$ cat src/rtl/subtrator_serial_ctrl_if.sv
// Request/result bundle for the bit-serial subtractor controller.
// master: requester side, slave: controller side.
interface subtrator_serial_ctrl_if #(
  parameter int WIDTH = 8
);
  logic             start;
  logic [WIDTH-1:0] a;
  logic [WIDTH-1:0] b;
  logic             borrow_in;
  logic             busy;
  logic             done;
  logic [WIDTH-1:0] diff;
  logic             borrow_out;
  logic             overflow;

  modport master (
    output start, a, b, borrow_in,
    input  busy, done, diff, borrow_out, overflow
  );

  modport slave (
    input  start, a, b, borrow_in,
    output busy, done, diff, borrow_out, overflow
  );
endinterface

$ cat src/rtl/subtrator_serial_ctrl.sv
// Bit-serial a - b - borrow_in, LSB first, one bit per clock, built around
// a single shared 1-bit full subtractor cell. Outputs are all registered
// and only change on the edge that completes an operation.

// 1-bit full subtractor: S = A - B - Cin, Cout is the borrow out.
module subtratorcompleto (
  input  logic A,
  input  logic B,
  input  logic Cin,
  output logic S,
  output logic Cout
);
  assign S    = A ^ B ^ Cin;
  assign Cout = (~A & B) | (~(A ^ B) & Cin);
endmodule

module subtrator_serial_ctrl #(
  parameter int WIDTH = 8
) (
  input  logic                    clk,
  input  logic                    rst_n,
  subtrator_serial_ctrl_if.slave  bus
);
  // Counter needs at least one bit so the WIDTH=1 build still has a register.
  localparam int CNT_W = (WIDTH > 1) ? $clog2(WIDTH) : 1;

  typedef enum logic [1:0] {
    ST_IDLE = 2'b00,
    ST_RUN  = 2'b01,
    ST_DONE = 2'b10
  } state_t;

  state_t             state_r;
  state_t             state_next_s;
  logic [WIDTH-1:0]   sa_r;
  logic [WIDTH-1:0]   sb_r;
  logic [WIDTH-1:0]   res_r;
  logic [WIDTH-1:0]   res_shift_s;
  logic               bflop_r;
  logic [CNT_W-1:0]   cnt_r;
  logic               cnt_last_s;
  logic               a_msb_r;
  logic               b_msb_r;
  logic               cell_s_s;
  logic               cell_cout_s;
  logic               load_s;
  logic               last_s;
  logic               busy_nxt_s;
  logic               done_nxt_s;
  logic               busy_r;
  logic               done_r;
  logic [WIDTH-1:0]   diff_r;
  logic               borrow_out_r;
  logic               overflow_r;

  // The one shared cell always works on the current LSBs and the running borrow.
  subtratorcompleto u_cell (
    .A    (sa_r[0]),
    .B    (sb_r[0]),
    .Cin  (bflop_r),
    .S    (cell_s_s),
    .Cout (cell_cout_s)
  );

  assign cnt_last_s = (cnt_r == CNT_W'(WIDTH - 1));

  // Result register with the new difference bit entering at the MSB end.
  always_comb begin
    res_shift_s            = res_r >> 1'b1;
    res_shift_s[WIDTH-1]   = cell_s_s;
  end

  // State register.
  always_ff @(posedge clk or negedge rst_n) begin
    if (!rst_n) begin
      state_r <= ST_IDLE;
    end else begin
      state_r <= state_next_s;
    end
  end

  // Next-state logic: DONE always falls back to IDLE, so start is only seen in IDLE.
  always_comb begin
    state_next_s = state_r;
    case (state_r)
      ST_IDLE: begin
        if (bus.start) begin
          state_next_s = ST_RUN;
        end else begin
          state_next_s = ST_IDLE;
        end
      end
      ST_RUN: begin
        if (cnt_last_s) begin
          state_next_s = ST_DONE;
        end else begin
          state_next_s = ST_RUN;
        end
      end
      ST_DONE: state_next_s = ST_IDLE;
      default: state_next_s = ST_IDLE;
    endcase
  end

  // Output decode: control strobes and next values of the registered flags.
  always_comb begin
    load_s     = 1'b0;
    last_s     = 1'b0;
    busy_nxt_s = 1'b0;
    done_nxt_s = 1'b0;
    if (state_r == ST_IDLE) begin
      load_s = bus.start;
    end else if (state_r == ST_RUN) begin
      last_s = cnt_last_s;
    end else begin
      load_s = 1'b0;
    end
    busy_nxt_s = (state_next_s == ST_RUN);
    done_nxt_s = (state_next_s == ST_DONE);
  end

  // Operand shifters, borrow feedback and bit counter.
  always_ff @(posedge clk or negedge rst_n) begin
    if (!rst_n) begin
      sa_r    <= {WIDTH{1'b0}};
      sb_r    <= {WIDTH{1'b0}};
      res_r   <= {WIDTH{1'b0}};
      bflop_r <= 1'b0;
      cnt_r   <= {CNT_W{1'b0}};
      a_msb_r <= 1'b0;
      b_msb_r <= 1'b0;
    end else if (load_s) begin
      sa_r    <= bus.a;
      sb_r    <= bus.b;
      bflop_r <= bus.borrow_in;
      cnt_r   <= {CNT_W{1'b0}};
      a_msb_r <= bus.a[WIDTH-1];
      b_msb_r <= bus.b[WIDTH-1];
    end else if (state_r == ST_RUN) begin
      sa_r    <= sa_r >> 1'b1;
      sb_r    <= sb_r >> 1'b1;
      res_r   <= res_shift_s;
      bflop_r <= cell_cout_s;
      cnt_r   <= cnt_r + CNT_W'(1);
    end
  end

  // Registered outputs; results load only on the completing edge so they never show partial values.
  always_ff @(posedge clk or negedge rst_n) begin
    if (!rst_n) begin
      busy_r       <= 1'b0;
      done_r       <= 1'b0;
      diff_r       <= {WIDTH{1'b0}};
      borrow_out_r <= 1'b0;
      overflow_r   <= 1'b0;
    end else begin
      busy_r <= busy_nxt_s;
      done_r <= done_nxt_s;
      if (last_s) begin
        diff_r       <= res_shift_s;
        borrow_out_r <= cell_cout_s;
        overflow_r   <= (a_msb_r != b_msb_r) && (cell_s_s != a_msb_r);
      end
    end
  end

  assign bus.busy       = busy_r;
  assign bus.done       = done_r;
  assign bus.diff       = diff_r;
  assign bus.borrow_out = borrow_out_r;
  assign bus.overflow   = overflow_r;
endmodule

$ cat src/flat_wrapper.sv
// flat-port wrapper written by rule: the top's interface ports become plain ports
module subtrator_serial_ctrl_flat 
#(
  parameter int WIDTH = 8
)
  (clk, rst_n, bus_start, bus_a, bus_b, bus_borrow_in, bus_busy, bus_done, bus_diff, bus_borrow_out, bus_overflow);
  subtrator_serial_ctrl_if #(.WIDTH(WIDTH)) bus_i ();
  input  logic clk;
  input  logic rst_n;
  input wire logic [$bits(bus_i.start)-1:0] bus_start;
  input wire logic [$bits(bus_i.a)-1:0] bus_a;
  input wire logic [$bits(bus_i.b)-1:0] bus_b;
  input wire logic [$bits(bus_i.borrow_in)-1:0] bus_borrow_in;
  output wire logic [$bits(bus_i.busy)-1:0] bus_busy;
  output wire logic [$bits(bus_i.done)-1:0] bus_done;
  output wire logic [$bits(bus_i.diff)-1:0] bus_diff;
  output wire logic [$bits(bus_i.borrow_out)-1:0] bus_borrow_out;
  output wire logic [$bits(bus_i.overflow)-1:0] bus_overflow;
  assign bus_i.start = bus_start;
  assign bus_i.a = bus_a;
  assign bus_i.b = bus_b;
  assign bus_i.borrow_in = bus_borrow_in;
  assign bus_busy = bus_i.busy;
  assign bus_done = bus_i.done;
  assign bus_diff = bus_i.diff;
  assign bus_borrow_out = bus_i.borrow_out;
  assign bus_overflow = bus_i.overflow;
  subtrator_serial_ctrl #(.WIDTH(WIDTH)) u_core (.clk(clk), .rst_n(rst_n), .bus(bus_i));
endmodule
$ cat config.mk
export PLATFORM = sky130hd
export DESIGN_NAME = subtrator_serial_ctrl_flat
export DESIGN_NICKNAME = d
export VERILOG_FILES = /design/src/rtl/subtrator_serial_ctrl_if.sv /design/src/rtl/subtrator_serial_ctrl.sv /design/src/flat_wrapper.sv
export SDC_FILE = /design/constraint.sdc
export NUM_CORES = 1
export LEC_CHECK = 0
export BUFFER_PORTS_ARGS = -buffer_cell sky130_fd_sc_hd__buf_2
export CAP_MARGIN = 20
export CORE_UTILIZATION = 30
export CTS_CLUSTER_SIZE = 25
export DETAILED_ROUTE_END_ITERATION = 10
export GPL_TIMING_DRIVEN = 0
export PLACE_DENSITY = 0.49
export SETUP_SLACK_MARGIN = 0.4
export SLEW_MARGIN = 20
export SYNTH_ARGS = -nofsm -noshare
export SYNTH_HDL_FRONTEND = slang
export SYNTH_SLANG_ARGS = --single-unit
$ cat constraint.sdc
create_clock -name clk -period 2.73 [get_ports clk]
set_input_delay 0.273 -clock clk [delete_from_list [all_inputs] [get_ports clk]]
set_output_delay 0.273 -clock clk [all_outputs]
set_load 0.005 [all_outputs]
Yosys cells after proc, flatten, opt, wreduce, memory -nomap -nowiden
Cells that the tools add are included.
{"block": "classes", "n_addsub": 1, "eq_ne": 6, "muxes": 14, "bitwise_logic": 8, "reduce_logical": 4}
{"cell": "two-way mux 8 bit", "n": 4}
{"cell": "two-way mux 1 bit", "n": 6}
{"cell": "two-way mux 3 bit", "n": 2}
{"cell": "equality test 2 x 1 -> 1 bit, second input constant", "n": 2}
{"cell": "one-hot mux 2 bit (2 select lines)", "n": 1}
{"cell": "adder 3 x 1 -> 3 bit, second input constant", "n": 1}
{"cell": "equality test 3 bit, second input constant", "n": 1}
{"cell": "inverter 1 bit", "n": 3}
{"cell": "AND 1 bit", "n": 2}
{"cell": "equality test 2 bit, second input constant", "n": 1}
{"cell": "zero test 2 bit", "n": 1}
{"cell": "two-way mux 2 bit", "n": 1}
{"cell": "inequality test 1 bit", "n": 2}
{"cell": "AND reduction 2 bit", "n": 1}
{"cell": "nonzero test 2 bit", "n": 1}
{"cell": "XOR 1 bit", "n": 2}
{"cell": "logical AND 1 bit", "n": 1}
{"cell": "bitwise OR 1 bit", "n": 1}
{"block": "word_totals", "reg_bits": 44, "input_bits": 20, "out_inout_bits": 12, "elab_cells": 46}

Logic depth before layout (Yosys ltp)
Gate-level depths: netlist of run 1.
{"block": "logic_depth", "depth_word": 6, "mapped_depth": 6, "depth_no_buf": 5}

Cells and area by module
From an unflattened synthesis of run 1, not the netlist that was laid out.
{"block": "unflattened", "cells_unflattened": 161, "hier_area_um2": 1791.7}
{"module": "subtrator_serial_ctrl", "instances": 1, "cells_each": 157, "area_per_inst_um2": 1760.4, "seq_area_each_um2": 1076.0}
{"module": "subtratorcompleto", "instances": 1, "cells_each": 4, "area_per_inst_um2": 31.3, "seq_area_each_um2": 0.0}

Worst setup path after synthesis of run 1
No wires, ideal clock.
{"block": "synth_path", "path_kind": "reg-to-reg", "startpoint": "register u_core.cnt_r[0]", "endpoint": "register u_core.diff_r[0], in the netlist u_core.bus.diff[0]", "setup_time_ns": 0.128, "t_arrival_ns": 1.419, "required_ns": 2.602, "path_slack_ns": 1.183, "stages_incl_launch_ff": 6, "n_path_buf": 1, "synth_period_minus_slack_ns": 1.547, "cell_sequence": "dfrtp_1 ha_1 ha_1 nand3b_2 buf_2 mux2_1"}
{"block": "synth_between", "elab_chain_cells": 3}
{"item": "start: declaration", "line": "subtrator_serial_ctrl.sv:40", "source": "logic [CNT_W-1:0] cnt_r;"}
{"item": "start signal: assignment", "line": "subtrator_serial_ctrl.sv:129", "source": "cnt_r <= {CNT_W{1'b0}};"}
{"item": "start signal: assignment", "line": "subtrator_serial_ctrl.sv:136", "source": "cnt_r <= {CNT_W{1'b0}};"}
{"item": "start signal: assignment", "line": "subtrator_serial_ctrl.sv:144", "source": "cnt_r <= cnt_r + CNT_W'(1);"}
{"item": "equality test 3 bit", "line": "subtrator_serial_ctrl.sv:65", "source": "assign cnt_last_s = (cnt_r == CNT_W'(WIDTH - 1));"}
{"item": "two-way mux 1 bit", "line": "subtrator_serial_ctrl.sv:113", "source": "end else if (state_r == ST_RUN) begin"}
{"item": "two-way mux 1 bit", "line": "subtrator_serial_ctrl.sv:111", "source": "if (state_r == ST_IDLE) begin"}
{"item": "end signal: assignment", "line": "subtrator_serial_ctrl.sv:153", "source": "diff_r <= {WIDTH{1'b0}};"}
{"item": "end signal: assignment", "line": "subtrator_serial_ctrl.sv:160", "source": "diff_r <= res_shift_s;"}
{"item": "end: declaration", "line": "subtrator_serial_ctrl.sv:52", "source": "logic [WIDTH-1:0] diff_r;"}
No other way between the ends.
A chain may end at the register's enable or synchronous reset.

Worst setup path after layout of run 1
{"block": "layout_path", "startpoint": "register u_core.cnt_r[0]", "endpoint": "register u_core.diff_r[6], in the netlist u_core.bus.diff[6]"}
The elaborated chain is that of the path after synthesis.

==> results of run 1 <==
metal layers:
layer  global-route usage [%]  vias up  routed length (µm)
li1                         -      595                   -
met1                     17.0      580                1740
met2                     18.9       26                1480
met3                     3.72        5                 153
met4                     6.11        0                  53
met5                        0        -                   0
cell usage after synthesis (2+ instances only):
library cell   n  area share (%)
a22o_1         2             1.0
a22oi_1       14             6.1
buf_2          6             1.7
dfrtp_1       43              62
ha_1           2             1.4
inv_1          4            0.86
mux2_1         4             2.6
mux2_2         6             3.9
nand2_1       56              12
o21ai_0        5             1.4
o21bai_1       2            0.86
layout make-up:
type	count	area share (%)
Inverter	4	0.727
Tap cell	72	4.36
Sequential cell	43	52.1
Multi-Input combinational cell	102	29.6
Timing Repair Buffer	31	7.63
Clock buffer	7	3.69
Buffer	7	1.64
Clock inverter	1	0.242
registers in the layout, summed over array words and instances (netlist names), 2 cells and up:
register         cells
u_core.bus.diff      8
u_core.sa_r          8
u_core.sb_r          8
u_core.res_r         7
u_core.cnt_r         3
u_core.state_r       2
cells by family (layout without fill, tap and decap cells):
logic type	after synthesis	in the layout	share of synthesized area [%]
AND/OR/NAND/NOR	63	63	15.3
multiplexers	10	10	6.48
adder cells (fa/ha/maj)	3	3	2.59
flip-flops	43	43	62.0
buffers and inverters	11	50	2.81
AO/OA/AOI/OAI	26	26	10.9
final timing paths:
check / endpoint / cells past startpoint
min reg2reg: u_core.res_r[1]$_DFFE_PN0P_ / 2
min: u_core.res_r[3]$_DFFE_PN0P_ / 1
max reg2reg: u_core.bus.diff[6]$_DFFE_PN0P_ / 5
min in group clk: u_core.sa_r[3]$_DFFE_PN0P_ / 3
max in group asynchronous: u_core.sa_r[0]$_DFFE_PN0P_ / 1
max: u_core.bus.diff[6]$_DFFE_PN0P_ / 5
per-stage QoR:
stage / instance area (µm²) / std cells / hold WS (ns) / utilization, % / setup WS [ns]
after floorplan: 1740 / 156 / -0.0226 / - / 1.18
after global placement: 1980 / 259 / 0.459 / 35.8 / 1.03
after detailed placement: 1980 / 259 / 0.457 / 35.8 / 1.01
after CTS: 2060 / 267 / 0.183 / 37.2 / 1.00
after global routing: 2070 / 267 / 0.00475 / 37.3 / 0.930
final: 2070 / 267 / -0.0289 / 37.3 / 1.03
power groups by stage:
stage | clock [mW] | combinational (mW) | sequential [mW]
final | 0.394 | 0.765 | 1.06
after global placement | 0 | 0.761 | 1.07
after detailed placement | 0 | 0.781 | 1.08
after floorplan | 0 | 0.535 | 1.05
after CTS | 0.409 | 0.783 | 1.07
after global routing | 0.434 | 0.877 | 1.10
worst max-delay path, cell delays in order, from the launching register on:
cell and delay [ns]:
dfrtp_1 0.40, ha_1 0.21, ha_1 0.22, nand3b_2 0.17
buf_2 0.26, mux2_1 0.34
cells in the final DEF (no fill, tap or decap), types with 2 or more instances in the layout:
cell type	count
nand2_1	56
o21ai_0	5
a22oi_1	14
clkbuf_8	5
mux2_2	6
ha_1	2
o21bai_1	2
inv_1	4
mux2_1	4
a22o_1	2
clkbuf_1	3
dfrtp_1	43
buf_2	36
==> flow_summary_export.csv, run 1 <==
group,metric,value,unit
clock_network,cts_hold_buf,0,
pwr,leakage,1.08,nW
floorplan,rows,27,
yosys,async_flop_share,100,%
yosys,seq_area_frac_synth,62.0,%
finish,regArea,1080,µm²
yosys,netlist_instances,156,
routing,drtIter0Drc,50,
floorplan,dieArea,6100,µm²
pwr,p_total,2.22,mW
yosys,ys_warn_count,0,
finish,n_fill_cell,583,
timing,final.setup.tns,0,ns
pwr,power.switching,0.785,mW
timing,relSlewSlack,62.9,%
routing,vias,1206,
timing,drv_slew,0,
clock_network,cts_setup_buffers,0,
yosys,avgSynthCellArea,11.1,µm²
finish,fin_nets,217,
finish,diodes,0,
clock_network,h-tree-depth,2,
routing,drc,0,
routing,wl_per_cell,12.8,µm
routing,avgViaCountPerCell,4.52,
grt,antenna_found_initial,0,
pwr,comb_power_share,34.4,%
floorplan,core_area,5540,µm²
critical_path,cp_max_fo,10,
timing,min_period,1.70,ns
timing,hold_viol_final,43,
finish,syn2layout_area_growth,18.9,%
floorplan,die_h,78.1,µm
critical_path,r2r_setup_slack,1.03,ns
grt,grt_max_degree,44,
yosys,netlist_area,1740,µm²
grt,grt.total_usage,12.7,%
floorplan,start_util,31.3,%
clock_network,clockRootBuffer,"clkbuf_8",
pwr,power.internal,1.44,mW
placement,routabilityCongestion,0.638,
critical_path,worstSetupStartpoint,"u_core.cnt_r[0]$_DFFE_PN0P_",
timing,worst_hold_slack,-0.0289,ns
job,max_cap_violations,0,
critical_path,cp.required,2.91,ns
critical_path,crit_path_start_kind,"flop",
critical_path,crit_type,"reg -> reg",
clock_network,path_clk_slew,0.08,ns
pwr,p_per_area,1080,nW/µm²
clock_network,cts.path.max_buffers,2,
grt,grt_pass1_wl,5840,µm
yosys,synth_flop_cell,"dfrtp_1",
finish,multi_input_area,612,µm²
clock_network,cts.sinks,43,
critical_path,critical_path_arrival,1.88,ns
floorplan,pin_count,32,
critical_path,r2r-start,"u_core.cnt_r[0]$_DFFE_PN0P_",
yosys,synth.net_count,179,
timing,clock-skew-final,0.00284,ns
routing,routed_wl,3430,µm
pwr,ir_drop,0.000376,V
clock_network,cts_buffers,5,
yosys,synth_seq_cells,43,
timing,fmaxAchievable,0.587,GHz
clock_network,cts_tree,"yes",
run_status,status,"complete, but fails checks",
clock_network,cts_resized,0,
timing,rsz0062_at_grt,"false",
grt,grt_pass1_vias,1193,
routing,dr.pass1.iters,4,
pwr,pwr-share-clk,17.7,%
finish,drive_gt1_share,26.7,%
timing,period_share,62.5,%
timing,worst_pin_slew,0.556,ns
pwr,switching_share,35.3,%
yosys,synthDistinctLibCells,23,
critical_path,end_kind,"flop",
clock_network,clock_latency,0.29,ns
placement,port_buffers,31,
floorplan,die_w,78.1,µm
routing,ant_nets,0,
worst_hold_path,hold_path_class,"in -> async",
placement,post-dp-hpwl,2270,µm
grt,grt_overflow,0,
yosys,synth_edf_count,0,
run_status,violations,"hold timing",
timing,finalSetupViolCount,0,
pwr,pwr-share-seq,47.9,%
No activity file was read; power rests on OpenSTA's default activity.
==> run 2, diff against run 1 <==
Clock period 2.73 ns to 1.7 ns, I/O delays scaled along.
==> run 2 against run 1 <==
Effect of this change:
- the run now ends clean
- utilization rose by 4.8 points
- clock power increased by 74%
- wire length grew 4.8%
- worst setup slack got worse by 0.73 ns
- clock skew rose by 0.00055 ns
- design area rose by 13%
- via count grew 4.6%
- sequential share of layout area down 5.8 points
- global-route usage is 0.29 points higher
- register-to-register slack got worse by 0.73 ns
- cell count is 4.5% higher
- critical endpoint is now u_core.bus.diff[0]$_DFFE_PN0P_
- largest cell class unchanged
- largest power group unchanged
==> flow_summary_export.csv, run 2 (synthesized netlist as in run 1, its figures left out) <==
group,metric,value,unit
run_status,status,"finished, final reports clean",
pwr,power.internal,2.76,mW
worst_hold_path,hold_path_class,"in -> async",
clock_network,cts.path.max_buffers,2,
clock_network,cts_hold_buf,0,
routing,drc,0,
placement,routabilityCongestion,0.719,
timing,fmaxAchievable,0.711,GHz
critical_path,crit_chain,"ha_2 > ha_4 > nand3b_4 > buf_8 > mux2_4",
timing,rsz0062_at_grt,"true",
floorplan,start_util,31.3,%
finish,multi_input_area,718,µm²
finish,fin_nets,229,
clock_network,clockRootBuffer,"clkbuf_8",
critical_path,cp_max_fo,8,
timing,fin_ws,0.294,ns
clock_network,clock_latency,0.28,ns
placement,dp.cells,259,
grt,grt_pass1_wl,6140,µm
timing,period_share,82.7,%
pwr,p_per_area,1770,nW/µm²
critical_path,cp.required,1.87,ns
timing,worst_hold_slack,0.0235,ns
pwr,power.switching,1.37,mW
timing,hold_viol_final,0,
finish,n_fill_cell,559,
critical_path,critPathMaxStageDelay,0.38,ns
timing,final.setup.tns,0,ns
clock_network,h-tree-depth,2,
grt,antenna_found_initial,0,
routing,wl_per_cell,12.9,µm
timing,finalSetupViolCount,0,
floorplan,dieArea,6100,µm²
pwr,switching_share,33.2,%
critical_path,path_buf_inv,1,
critical_path,crit_type,"reg -> reg",
placement,post-dp-hpwl,2390,µm
routing,routed_wl,3590,µm
placement,post-place-ws,0.229,ns
grt,grt.total_usage,13.0,%
routing,dr.pass1.iters,4,
routing,avgViaCountPerCell,4.52,
pwr,comb_power_share,41.1,%
job,max_cap_violations,0,
finish,layout_commonest_cell,"nand2_1",
finish,drive_gt1_share,41.1,%
critical_path,r2r_setup_slack,0.29,ns
clock_network,cts.sinks,43,
timing,clock-skew-final,0.00338,ns
routing,ant_nets,0,
placement,port_buffers,31,
critical_path,critical_path_arrival,1.58,ns
floorplan,pin_count,32,
pwr,pwr-share-seq,42.4,%
pwr,pwr-share-clk,16.5,%
finish,final_cell_mix,"nand2_1, dfrtp_1, buf_2, buf_4, a22oi_1",
routing,vias,1262,
floorplan,core_area,5540,µm²
clock_network,cts_tree,"yes",
pwr,leakage,1.21,nW
grt,grt_overflow,0,
timing,drv_slew,0,
finish,syn2layout_area_growth,34.2,%
timing,relSlewSlack,36.8,%
critical_path,crit_path_start_kind,"flop",
clock_network,path_clk_slew,0.08,ns
timing,min_period,1.41,ns
floorplan,rows,27,
finish,diodes,0,
grt,grt_pass1_vias,1309,
grt,grt_max_degree,44,
timing,worst_pin_slew,0.948,ns
routing,drtIter0Drc,28,
critical_path,critPathTopFamily,"flip-flops",
critical_path,end_kind,"flop",
pwr,ir_drop,0.000712,V
clock_network,cts_buffers,5,
finish,regArea,1080,µm²
floorplan,die_h,78.1,µm
floorplan,die_w,78.1,µm
critical_path,crit_slowest_cell,"dfrtp_1",
finish,finalNonFillerCells,279,
==> run 2: cell count changes in the layout (fill, tap and decap cells not counted), moves of 3 or more <==
cell / before / now
buf_4: 1 / 9
buf_6: 0 / 5
buf_2: 36 / 33
mux2_2: 6 / 2
a22oi_2: 0 / 5
a22oi_1: 14 / 9
mux2_4: 0 / 8
mux2_1: 4 / 0
==> run 2: layout make-up <==
cell class / instances / area share [%]
plain buffers: 7 / 2.84
clock buffers: 8 / 4.29
inverters: 4 / 0.644
multi-input cells: 102 / 30.8
flip-flops and latches: 43 / 46.3
well taps: 72 / 3.86
repair buffers: 43 / 11.3
==> run 2: power by group through the flow <==
stage	logic [mW]	registers, mW	clock network, mW
floorplan	0.942	1.70	0
global placement	1.30	1.73	0
detailed placement	1.34	1.75	0
CTS	1.55	1.73	0.715
global route	1.92	1.82	0.762
finish	1.70	1.75	0.684
==> run 2: timing repair <==
action                                 CTS  global route
pin swaps                                3             7
cloned                                   0             1
gates resized for setup                 11            25
setup endpoints to repair               33            34
buffers inserted                         9             2
endpoints found under the hold margin    0             0
==> run 2: path summary, 6_finish.rpt <==
path,start,endpoint,cells after the start
setup reg to reg,u_core.cnt_r[1]$_DFFE_PN0P_,u_core.bus.diff[0]$_DFFE_PN0P_,5
hold / removal,rst_n,u_core.bus.diff[2]$_DFFE_PN0P_,1
min in group clk,bus_b[6],u_core.sb_r[6]$_DFFE_PN0P_,3
hold reg to reg,u_core.sa_r[3]$_DFFE_PN0P_,u_core.sa_r[3]$_DFFE_PN0P_,2
setup / recovery,u_core.cnt_r[1]$_DFFE_PN0P_,u_core.bus.diff[0]$_DFFE_PN0P_,5
max in group asynchronous,rst_n,u_core.state_r[1]$_DFF_PN0_,1
==> run 2: metrics by stage <==
step	utilization [%]	total power, mW	area, µm²
3_5_place_dp	36.6	3.09	2030
4_1_cts	40.5	4.00	2240
5_1_grt	42.1	4.50	2330
3_3_place_gp	36.6	3.03	2030
2_1_floorplan	-	2.64	1780
6_report	42.1	4.14	2330
==> run 2: layer usage <==
layer | share of wire, % | vias up | global-route usage, %
met3 | 4.4 | 4 | 3.49
met4 | 0.95 | 0 | 4.44
met1 | 45 | 607 | 16.6
met5 | 0 | - | 0
li1 | - | 623 | -
met2 | 50 | 28 | 21.4
